<file path="src/rtl/reg_univ.sv">
// Universal N-bit register: hold, load, shift left/right, modulo-M count up/down, clear.
// Define REG_UNIV_SAT_EN to make the count modes saturate instead of wrapping.
module reg_univ #(
  parameter int unsigned N = 8,
  parameter int unsigned M = 256
) (
  input  logic         clk,
  input  logic         rst_n,
  input  logic         en,
  input  logic [2:0]   mode,
  input  logic [N-1:0] x,
  input  logic         sin,
  output logic [N-1:0] z,
  output logic         tc_up,
  output logic         tc_dn,
  output logic         ovf
);

  typedef enum logic [2:0] {
    ModeHold  = 3'b000,
    ModeLoad  = 3'b001,
    ModeShl   = 3'b010,
    ModeShr   = 3'b011,
    ModeUp    = 3'b100,
    ModeDown  = 3'b101,
    ModeClear = 3'b110,
    ModeRsvd  = 3'b111
  } mode_e;

  localparam logic [N-1:0] MaxVal = N'(M - 1);

`ifdef REG_UNIV_SAT_EN
  localparam logic [N-1:0] UpWrap = MaxVal;
  localparam logic [N-1:0] DnWrap = '0;
`else
  localparam logic [N-1:0] UpWrap = '0;
  localparam logic [N-1:0] DnWrap = MaxVal;
`endif

  logic [N-1:0] z_q, z_d;
  logic         ovf_q, ovf_d;

  always_comb begin
    z_d   = z_q;
    ovf_d = 1'b0;
    if (en) begin
      case (mode_e'(mode))
        ModeLoad:  z_d = x;
        ModeShl:   z_d = {z_q[N-2:0], sin};
        ModeShr:   z_d = {sin, z_q[N-1:1]};
        ModeUp: begin
          // Values at or above the terminal count all take the boundary path.
          if (z_q >= MaxVal) begin
            z_d   = UpWrap;
            ovf_d = 1'b1;
          end else begin
            z_d = z_q + N'(1);
          end
        end
        ModeDown: begin
          if (z_q == '0) begin
            z_d   = DnWrap;
            ovf_d = 1'b1;
          end else if (z_q > MaxVal) begin
            z_d   = MaxVal;
            ovf_d = 1'b1;
          end else begin
            z_d = z_q - N'(1);
          end
        end
        ModeClear: z_d = '0;
        default:   z_d = z_q;
      endcase
    end
  end

  always_ff @(posedge clk or negedge rst_n) begin
    if (!rst_n) begin
      z_q   <= '0;
      ovf_q <= 1'b0;
    end else begin
      z_q   <= z_d;
      ovf_q <= ovf_d;
    end
  end

  assign z     = z_q;
  assign ovf   = ovf_q;
  assign tc_up = (z_q == MaxVal);
  assign tc_dn = (z_q == '0);

endmodule

</file>
<file path="config.mk">
export PLATFORM = sky130hd
export DESIGN_NAME = reg_univ
export DESIGN_NICKNAME = d
export VERILOG_FILES = /design/src/rtl/reg_univ.sv
export SDC_FILE = /design/constraint.sdc
export NUM_CORES = 1
export LEC_CHECK = 0
export CAP_MARGIN = 20
export CORE_MARGIN = 4
export CORE_UTILIZATION = 30
export DETAILED_ROUTE_END_ITERATION = 10
export PLACE_DENSITY = 0.59
export SLEW_MARGIN = 10
export SYNTH_ARGS = -nofsm -noshare
export SYNTH_HDL_FRONTEND = slang
export SYNTH_SLANG_ARGS = --single-unit
</file>
<file path="constraint.sdc">
create_clock -name clk -period 3.65 [get_ports clk]
set_input_delay 0.5475 -clock clk [delete_from_list [all_inputs] [get_ports clk]]
set_output_delay 0.5475 -clock clk [all_outputs]
set_load 0.02 [all_outputs]
</file>
# == After elaboration in Yosys (flattened, before gate mapping) ==
# Index checks and enable logic that the tools add are counted.
# word_totals
register_bits,9
inputBits,15
output_inout_bits,11
wordCells,25
# classes
n_addsub,2
magnitude_cmp,2
n_eq_ne,7
mux,9
reduce_logical,3
# ops
operator,count
8-bit case mux with 6 select lines,1
8-bit two-way mux,3
"3-bit == test, second input constant",3
"8-bit by 1-bit adder with 8-bit output, second input constant",1
"8-bit == test, second input constant",1
"8-bit greater-or-equal comparator, second input constant",1
"8-bit greater-than comparator, second input constant",1
8-bit zero test,1
"8-bit by 1-bit subtractor with 8-bit output, second input constant",1
"3-bit by 2-bit == test with 1-bit output, second input constant",2
6-bit nonzero test,1
1-bit two-way mux,4
"3-bit by 1-bit == test with 1-bit output, second input constant",1
1-bit case mux with 2 select lines,1
2-bit AND reduction,1

# == Logic depth before layout (Yosys ltp) ==
# Gate-level depths: netlist of the first run.
# depth
word_depth,5
depth_mapped,7
depth_no_buf,7

# == Worst setup path after synthesis of the first run ==
# Ideal clock, no wire load.
# synth_timing
kind,register to register
from,"register z_q[4], in the netlist z[4]"
to,"register z_q[6], in the netlist z[6]"
setup_time_ns,0.092
arrival_time_ns,2.053
path_slack_ns,1.504
path_stages_with_launch,7
path_buffers,1
cell_sequence,dfrtp_1 -> buf_6 -> or4_4 -> nor4b_4 -> a21o_4 -> a221oi_2 -> o31ai_2
# synth_lines
item,line,rtl
from (decl),40,"logic [N-1:0] z_q, z_d;"
from (signal assigned),82,z_q <= z_d;
8-bit zero test,n/a,
via tc_dn,15,"output logic tc_dn,"
8-bit two-way mux,61,if (z_q == '0) begin
8-bit case mux with 6 select lines,47,case (mode_e'(mode))
# The timed path passes the listed nets, and every way through them passes these cells.
# A chain may end at the register's enable or synchronous reset.

# == Final worst setup path of the first run ==
# layout_timing
from,"register z_q[3], in the netlist z[3]"
to,output port tc_dn
# layout_between
elab_chain_cells,1
# layout_lines
item,line,rtl
8-bit zero test,90,assign tc_dn = (z_q == '0);
to (decl),15,
# Every way passes these cells.

==> summary.txt, run 1 <==
Drt
  • Drt total wl: 2.99 mm
  • TritonRoute pass-1 iters: 4
  • Post-route DRC: 0
  • DR WL/cell: 16.0 microns
  • Vias per cell: 5.43
  • ANT nets after route: 0
  • Via Count: 1016
  • 1st-iter DRT viols: 47

Synthesis
  • Synth area leaders: dfrtp_1 22%, xor2_1 5.2%, nand2_1 4.1%, ha_1 3.7%, o31ai_1 3.7%
  • Cells after Synth: 123
  • FFs w/ async S/R, synth: 100%
  • Most common flop cell mapped by yosys: dfrtp_1
  • Synth warn: 0
  • Mean post-synth cell area: 8.15 sq um
  • Leading area contributor after synthesis: dfrtp_1
  • Syn nets: 141
  • Netlist cell types: 45
  • Yosys top cell area share: 22.5%
  • Synthesized area: 0.00100 sq mm
  • Flops & latches, synth: 9
  • Seq/Total Area, Yosys: 22.5%
  • Post-synth EDFFs: 0

Floorplan
  • Starting density of the core: 32.0%
  • Ports: 26
  • Die H: 65.8 microns
  • FP Rows: 20
  • DIE WIDTH: 65.8 microns
  • Die area: 0.00433 sq mm
  • Core ar.: 0.00313 sq mm

Timing
  • Final hold violations: 0
  • Hold_ws: 582 ps
  • Final setup fails: 0
  • Fin crit share: 82.9%
  • RSZ-0062 raised after global routing: no
  • Least-Margin Pin Slew: 586 ps
  • FMAX: 330 MHz
  • Final TNS setup: 0 ps
  • Setup ws final: 623 ps
  • Worst clock skew: 1.43 ps
  • Pins Over Slew Limit: 0
  • Worst slew margin: 60.8%
  • Final Critical Period: 3030 ps

Power
  • Power Total: 0.000469 W
  • Pwr Density: 362 mW/mm^2
  • Lkg Pwr: 0.514 nW
  • Worst IR Drop VDD: 0.0970 mV

Critical path
  • Type of origin of the critical path: flop
  • Worst path required time: 3100 ps
  • Crit path max-delay family: simple AND/OR/NAND/NOR gates
  • Buffers plus inverters on the worst setup path: 1
  • Crit-path max FO: 12
  • Crit path kind: reg -> out
  • Critical Path AT: 2480 ps
  • CP Cell Sequence: or4_4, nor4b_4, clkdlybuf4s50_1
  • CP Capture Type: output pin
  • Crit-path max cell delay: 670 ps
  • CP max-delay cell: clkdlybuf4s50_1

Clock tree
  • CTS H-tree depth: 1
  • CTS max path bufs: 2
  • TritonCTS buffer count: 3
  • Clk slew on worst S/H paths: 60 ps
  • Number of buffers inserted by hold repair at cts: 0
  • Sink Count: 9
  • Post_cts resized: 0
  • Post-CTS setup buffer count: 0
  • TritonCTS clock tree: built
  • Skew-Pair Late Insertion Delay: 260 ps
  • Clock Tree Root: clkbuf_4

Place
  • DP HPWL: 2.23 mm
  • Pre-CTS setup slack: 891 ps
  • DP Area: 0.00127 sq mm
  • GP Congestion: 0.987
  • Port Buf Inserts: 25

Finish
  • # fillers: 318
  • Antenna cells: 0
  • Nets: 162
  • Layout area overhead: 29.3%
  • Final instance area: 0.00130 sq mm
  • Share of post-route cells with drive strength above 1: 8.39%

Hold path
  • Hold crit path type: in -> async

Status
  • Status: finished, final reports clean

Global route
  • Initial antenna violation count: 0
  • Gr usage total: 14.7%
  • GR Overflow Total: 0
  • Global-route wire length before repair: 4.86 mm
  • Pin count of the biggest net entering global routing: 15
  • Vias in the first global route: 945

Job
  • Max-Cap Viols: 0
==> per-layer routing <==
| layer | wire length (microns) | global-route usage, % | vias to the layer above |
|---|---|---|---|
| li1 | - | - | 501 |
| met1 | 1460 | 21.5 | 483 |
| met2 | 1340 | 22.2 | 32 |
| met3 | 197 | 2.55 | 0 |
| met4 | 0 | 3.89 | 0 |
| met5 | 0 | 0 | - |
==> cell type report <==
cell class | count | area, sq um | area share [%]
clock buffers | 4 | 26.3 | 2.03
inverters | 4 | 15.0 | 1.16
multi-input cells | 100 | 717 | 55.3
flip-flops and latches | 9 | 225 | 17.4
well taps | 44 | 55.1 | 4.25
repair buffers | 26 | 258 | 19.9
==> power by group <==
group	switching, W	internal [W]	leakage (nW)
Combinational	0.000109	0.000110	0.388
Sequential	0.0000593	0.000116	0.112
Clock	0.0000333	0.0000420	0.0150
==> cells in the final DEF (no fill, tap or decap), types with 2 or more instances in the layout <==
cell	n
o21ai_1	2
o21ai_0	3
a21oi_1	5
a221oi_1	2
nor2_1	8
inv_1	4
xor2_1	6
nand3_1	4
o22ai_1	3
o211ai_1	3
nor2b_1	3
clkdlybuf4s50_1	25
or3_1	2
xnor2_1	3
o31ai_2	3
a211oi_1	2
a22oi_1	2
and3_1	3
mux2i_1	3
ha_1	3
nor3_1	2
clkbuf_4	3
o31ai_1	5
nand2b_1	4
dfrtp_1	9
nand2_1	11
==> through the flow <==
step	std cells	utilization, %
final	187	41.4
after global routing	187	41.4
after CTS	187	41.4
after detailed placement	183	40.6
after global placement	183	40.6
after floorplan	123	-
==> path summary, 6_finish.rpt <==
path	from	end	slack, ps	cells after the start
hold / removal	rst_n	z[7]	580	1
hold reg to reg	z[7]	z[7]	710	2
max in group asynchronous	rst_n	z[4]	2790	1
setup reg to reg	z[3]	z[7]	1370	5
min in group clk	z[7]	z[7]	710	2
setup / recovery	z[3]	tc_dn	620	3
==> synthesized netlist by cell type, types with 4 or more instances <==
master    number
nand2b_1       4
a21oi_1        5
clkbuf_1       7
inv_1          4
nand2_1       11
o31ai_1        5
xor2_1         6
nor2_1         8
nand3_1        4
dfrtp_1        9
==> registers in the layout (all words and copies together) (netlist names) <==
register,cells
ovf,1
z,8
==> cells by family (layout without fill, tap and decap cells) <==
group / count (synthesis) / after routing / synth area share, %
AND/OR/NAND/NOR: 45 / 45 / 25.6
AO/OA/AOI/OAI: 39 / 39 / 30.2
buffers and inverters: 14 / 34 / 5.99
XOR/XNOR: 9 / 9 / 7.87
flip-flops: 9 / 9 / 22.5
multiplexers: 4 / 4 / 4.12
adder cells (fa/ha/maj): 3 / 3 / 3.75
==> worst reg2reg max path, stage by stage (launching register included) <==
cell	delay [ps]
dfrtp_1	540
or4_4	630
nor4_1	270
xor2_1	120
a2111oi_1	480
o31ai_2	110
Power figures use the tool's default switching activity.
==> run 2, diff against run 1 <==
--- a/config.mk
+++ b/config.mk
@@ -9,7 +9,7 @@
 export CORE_MARGIN = 4
 export CORE_UTILIZATION = 30
 export DETAILED_ROUTE_END_ITERATION = 10
-export PLACE_DENSITY = 0.59
+export PLACE_DENSITY = 0.61
 export SLEW_MARGIN = 10
 export SYNTH_ARGS = -nofsm -noshare
 export SYNTH_HDL_FRONTEND = slang
==> constraint.sdc (replaced) <==
create_clock -name clk -period 2.42 [get_ports clk]
set_input_delay 0.363 -clock clk [delete_from_list [all_inputs] [get_ports clk]]
set_output_delay 0.363 -clock clk [all_outputs]
set_load 0.02 [all_outputs]
==> run 2 against run 1 <==
Register-to-register slack got worse by 980 ps. Sequential share of layout area decreased by 1.3 points. Sequential power grew 18%. Die area is the same. Highest routed layer is now met4.
==> summary.txt, run 2 (synthesized netlist as in run 1, its figures left out) <==
Status
  • Status: finished, final reports clean (unchanged)

Clock tree
  • Number of buffers inserted by hold repair at cts: 0 (unchanged)
  • Post-CTS setup buffer count: 0 (unchanged)
  • CTS H-tree depth: 1 (unchanged)
  • Clock Tree Root: clkbuf_4 (unchanged)
  • Skew-Pair Late Insertion Delay: 270 ps (was 260 ps)
  • Clk slew on worst S/H paths: 70 ps (was 60 ps)
  • TritonCTS clock tree: built (unchanged)
  • CTS max path bufs: 2 (unchanged)
  • Sink Count: 9 (unchanged)
  • TritonCTS buffer count: 3 (unchanged)
  • Post_cts resized: 1 (was 0)

Finish
  • Commonest non-fill, non-tap cell in the layout: clkdlybuf4s50_1 (unchanged)
  • Final instance area: 0.00141 sq mm (was 0.00130 sq mm)
  • Layout area overhead: 40.6% (was 29.3%)
  • Nets: 177 (was 162)
  • Antenna cells: 0 (unchanged)
  • Most frequent cells in the layout: 24 x clkdlybuf4s50_1, 16 x buf_4, 11 x nand2_1 (was 25 x clkdlybuf4s50_1, 11 x nand2_1, 9 x dfrtp_1)
  • Max reg flops: 8 (unchanged)
  • Share of post-route cells with drive strength above 1: 17.7% (was 8.39%)
  • # fillers: 314 (was 318)

Drt
  • Post-route DRC: 0 (unchanged)
  • ANT nets after route: 0 (unchanged)
  • TritonRoute pass-1 iters: 4 (unchanged)
  • Drt total wl: 3.24 mm (was 2.99 mm)
  • Vias per cell: 5.48 (was 5.43)
  • DR WL/cell: 16.0 microns (about the same)
  • Via Count: 1106 (was 1016)
  • 1st-iter DRT viols: 51 (was 47)

Timing
  • RSZ-0062 raised after global routing: no (unchanged)
  • FMAX: 431 MHz
  • Worst slew margin: 70.9% (was 60.8%)
  • Worst clock skew: 8.44 ps (was 1.43 ps)
  • Fin crit share: 95.8%
  • Pins Over Slew Limit: 0 (unchanged)
  • Final Critical Period: 2320 ps
  • Setup ws final: 101 ps (was 623 ps)
  • Final TNS setup: 0 ps (unchanged)
  • Final hold violations: 0 (unchanged)
  • Least-Margin Pin Slew: 436 ps (was 586 ps)
  • Final setup fails: 0 (unchanged)

Job
  • Max-Cap Viols: 0 (unchanged)

Global route
  • Global-route wire length before repair: 5.11 mm (was 4.86 mm)
  • Initial antenna violation count: 0 (unchanged)
  • Pin count of the biggest net entering global routing: 14 (was 15)
  • Vias in the first global route: 1042 (was 945)
  • GR Overflow Total: 0 (unchanged)
  • Gr usage total: 15.4% (was 14.7%)

Critical path
  • Worst path required time: 2060 ps (was 3100 ps)
  • CP Capture Type: output pin (unchanged)
  • Type of origin of the critical path: flop (unchanged)
  • Crit path kind: reg -> out (unchanged)
  • Crit-path max FO: 4 (was 12)
  • Critical Path AT: 1960 ps (was 2480 ps)

Power
  • Power Total: 0.000762 W (was 0.000469 W)
  • Worst IR Drop VDD: 0.166 mV (was 0.0970 mV)
  • Pwr Density: 541 mW/mm^2 (was 362 mW/mm^2)
  • Lkg Pwr: 0.591 nW (was 0.514 nW)

Floorplan
  • Starting density of the core: 32.0% (unchanged)
  • Die area: 0.00433 sq mm (unchanged)
  • Ports: 26 (unchanged)
  • Die H: 65.8 microns (unchanged)
  • FP Rows: 20 (unchanged)
  • DIE WIDTH: 65.8 microns (unchanged)
  • Core ar.: 0.00313 sq mm (unchanged)

Place
  • Port Buf Inserts: 25 (unchanged)
  • GP Congestion: 0.925 (was 0.987)
  • DP HPWL: 2.46 mm (was 2.23 mm)
  • DP Area: 0.00138 sq mm (was 0.00127 sq mm)
  • Pre-CTS setup slack: 69.6 ps (was 891 ps)

Hold path
  • Hold crit path type: in -> async (unchanged)
[run 2: changes by cell type in the layout (fill, tap and decap cells not counted)]
cell,previous run,this run
clkdlybuf4s50_1,25,24
buf_4,1,16
dlygate4sd2_1,0,1
dfrtp_1,9,8
dfrtp_2,0,1
[run 2: metrics by stage]
step                utilization (%)  std cells  hold slack, ps
floorplan                         -        123            67.4
global placement               44.2        198             673
detailed placement             44.2        198             690
CTS                            45.0        202             406
global route                   45.0        202             431
finish                         45.0        202             396
[run 2: area by class of cell]
| cell class | instances | area, sq um | area share, % |
|---|---|---|---|
| Tap cell | 44 | 55.1 | 3.91 |
| Timing Repair Buffer | 41 | 369 | 26.2 |
| Clock buffer | 4 | 26.3 | 1.87 |
| Inverter | 4 | 15.0 | 1.07 |
| Sequential cell | 9 | 226 | 16.1 |
| Multi-Input combinational cell | 100 | 717 | 50.9 |
[run 2: per-layer routing]
| layer | share of wire (%) | global-route usage (%) |
|---|---|---|
| met5 | 0 | 0 |
| met2 | 48 | 27.2 |
| met4 | 0.43 | 2.33 |
| met3 | 7.0 | 3.57 |
| met1 | 44 | 19.3 |
[run 2: path summary, 6_finish.rpt]
kind / start / to / slack, ps / cells past startpoint
setup / recovery: z[2] / tc_dn / 100 / 3
hold / removal: rst_n / z[6] / 400 / 1
setup reg to reg: z[2] / z[7] / 390 / 5
hold reg to reg: z[7] / z[7] / 720 / 3
max in group asynchronous: rst_n / z[1] / 1700 / 1
min in group clk: z[7] / z[7] / 720 / 3
[run 2: worst max-delay path: stages (launching register included)]
cell	delay, ps
dfrtp_1	390
or4_4	560
nor4b_4	360
dlygate4sd2_1	380
[run 2: report_power, final]
part	total, W	switching (W)	internal, W	leakage, nW
combinational	0.000437	0.000234	0.000203	0.466
sequential	0.000206	0.0000293	0.000176	0.111
clock	0.000120	0.0000560	0.0000636	0.0150
total	0.000762	0.000319	0.000443	0.591
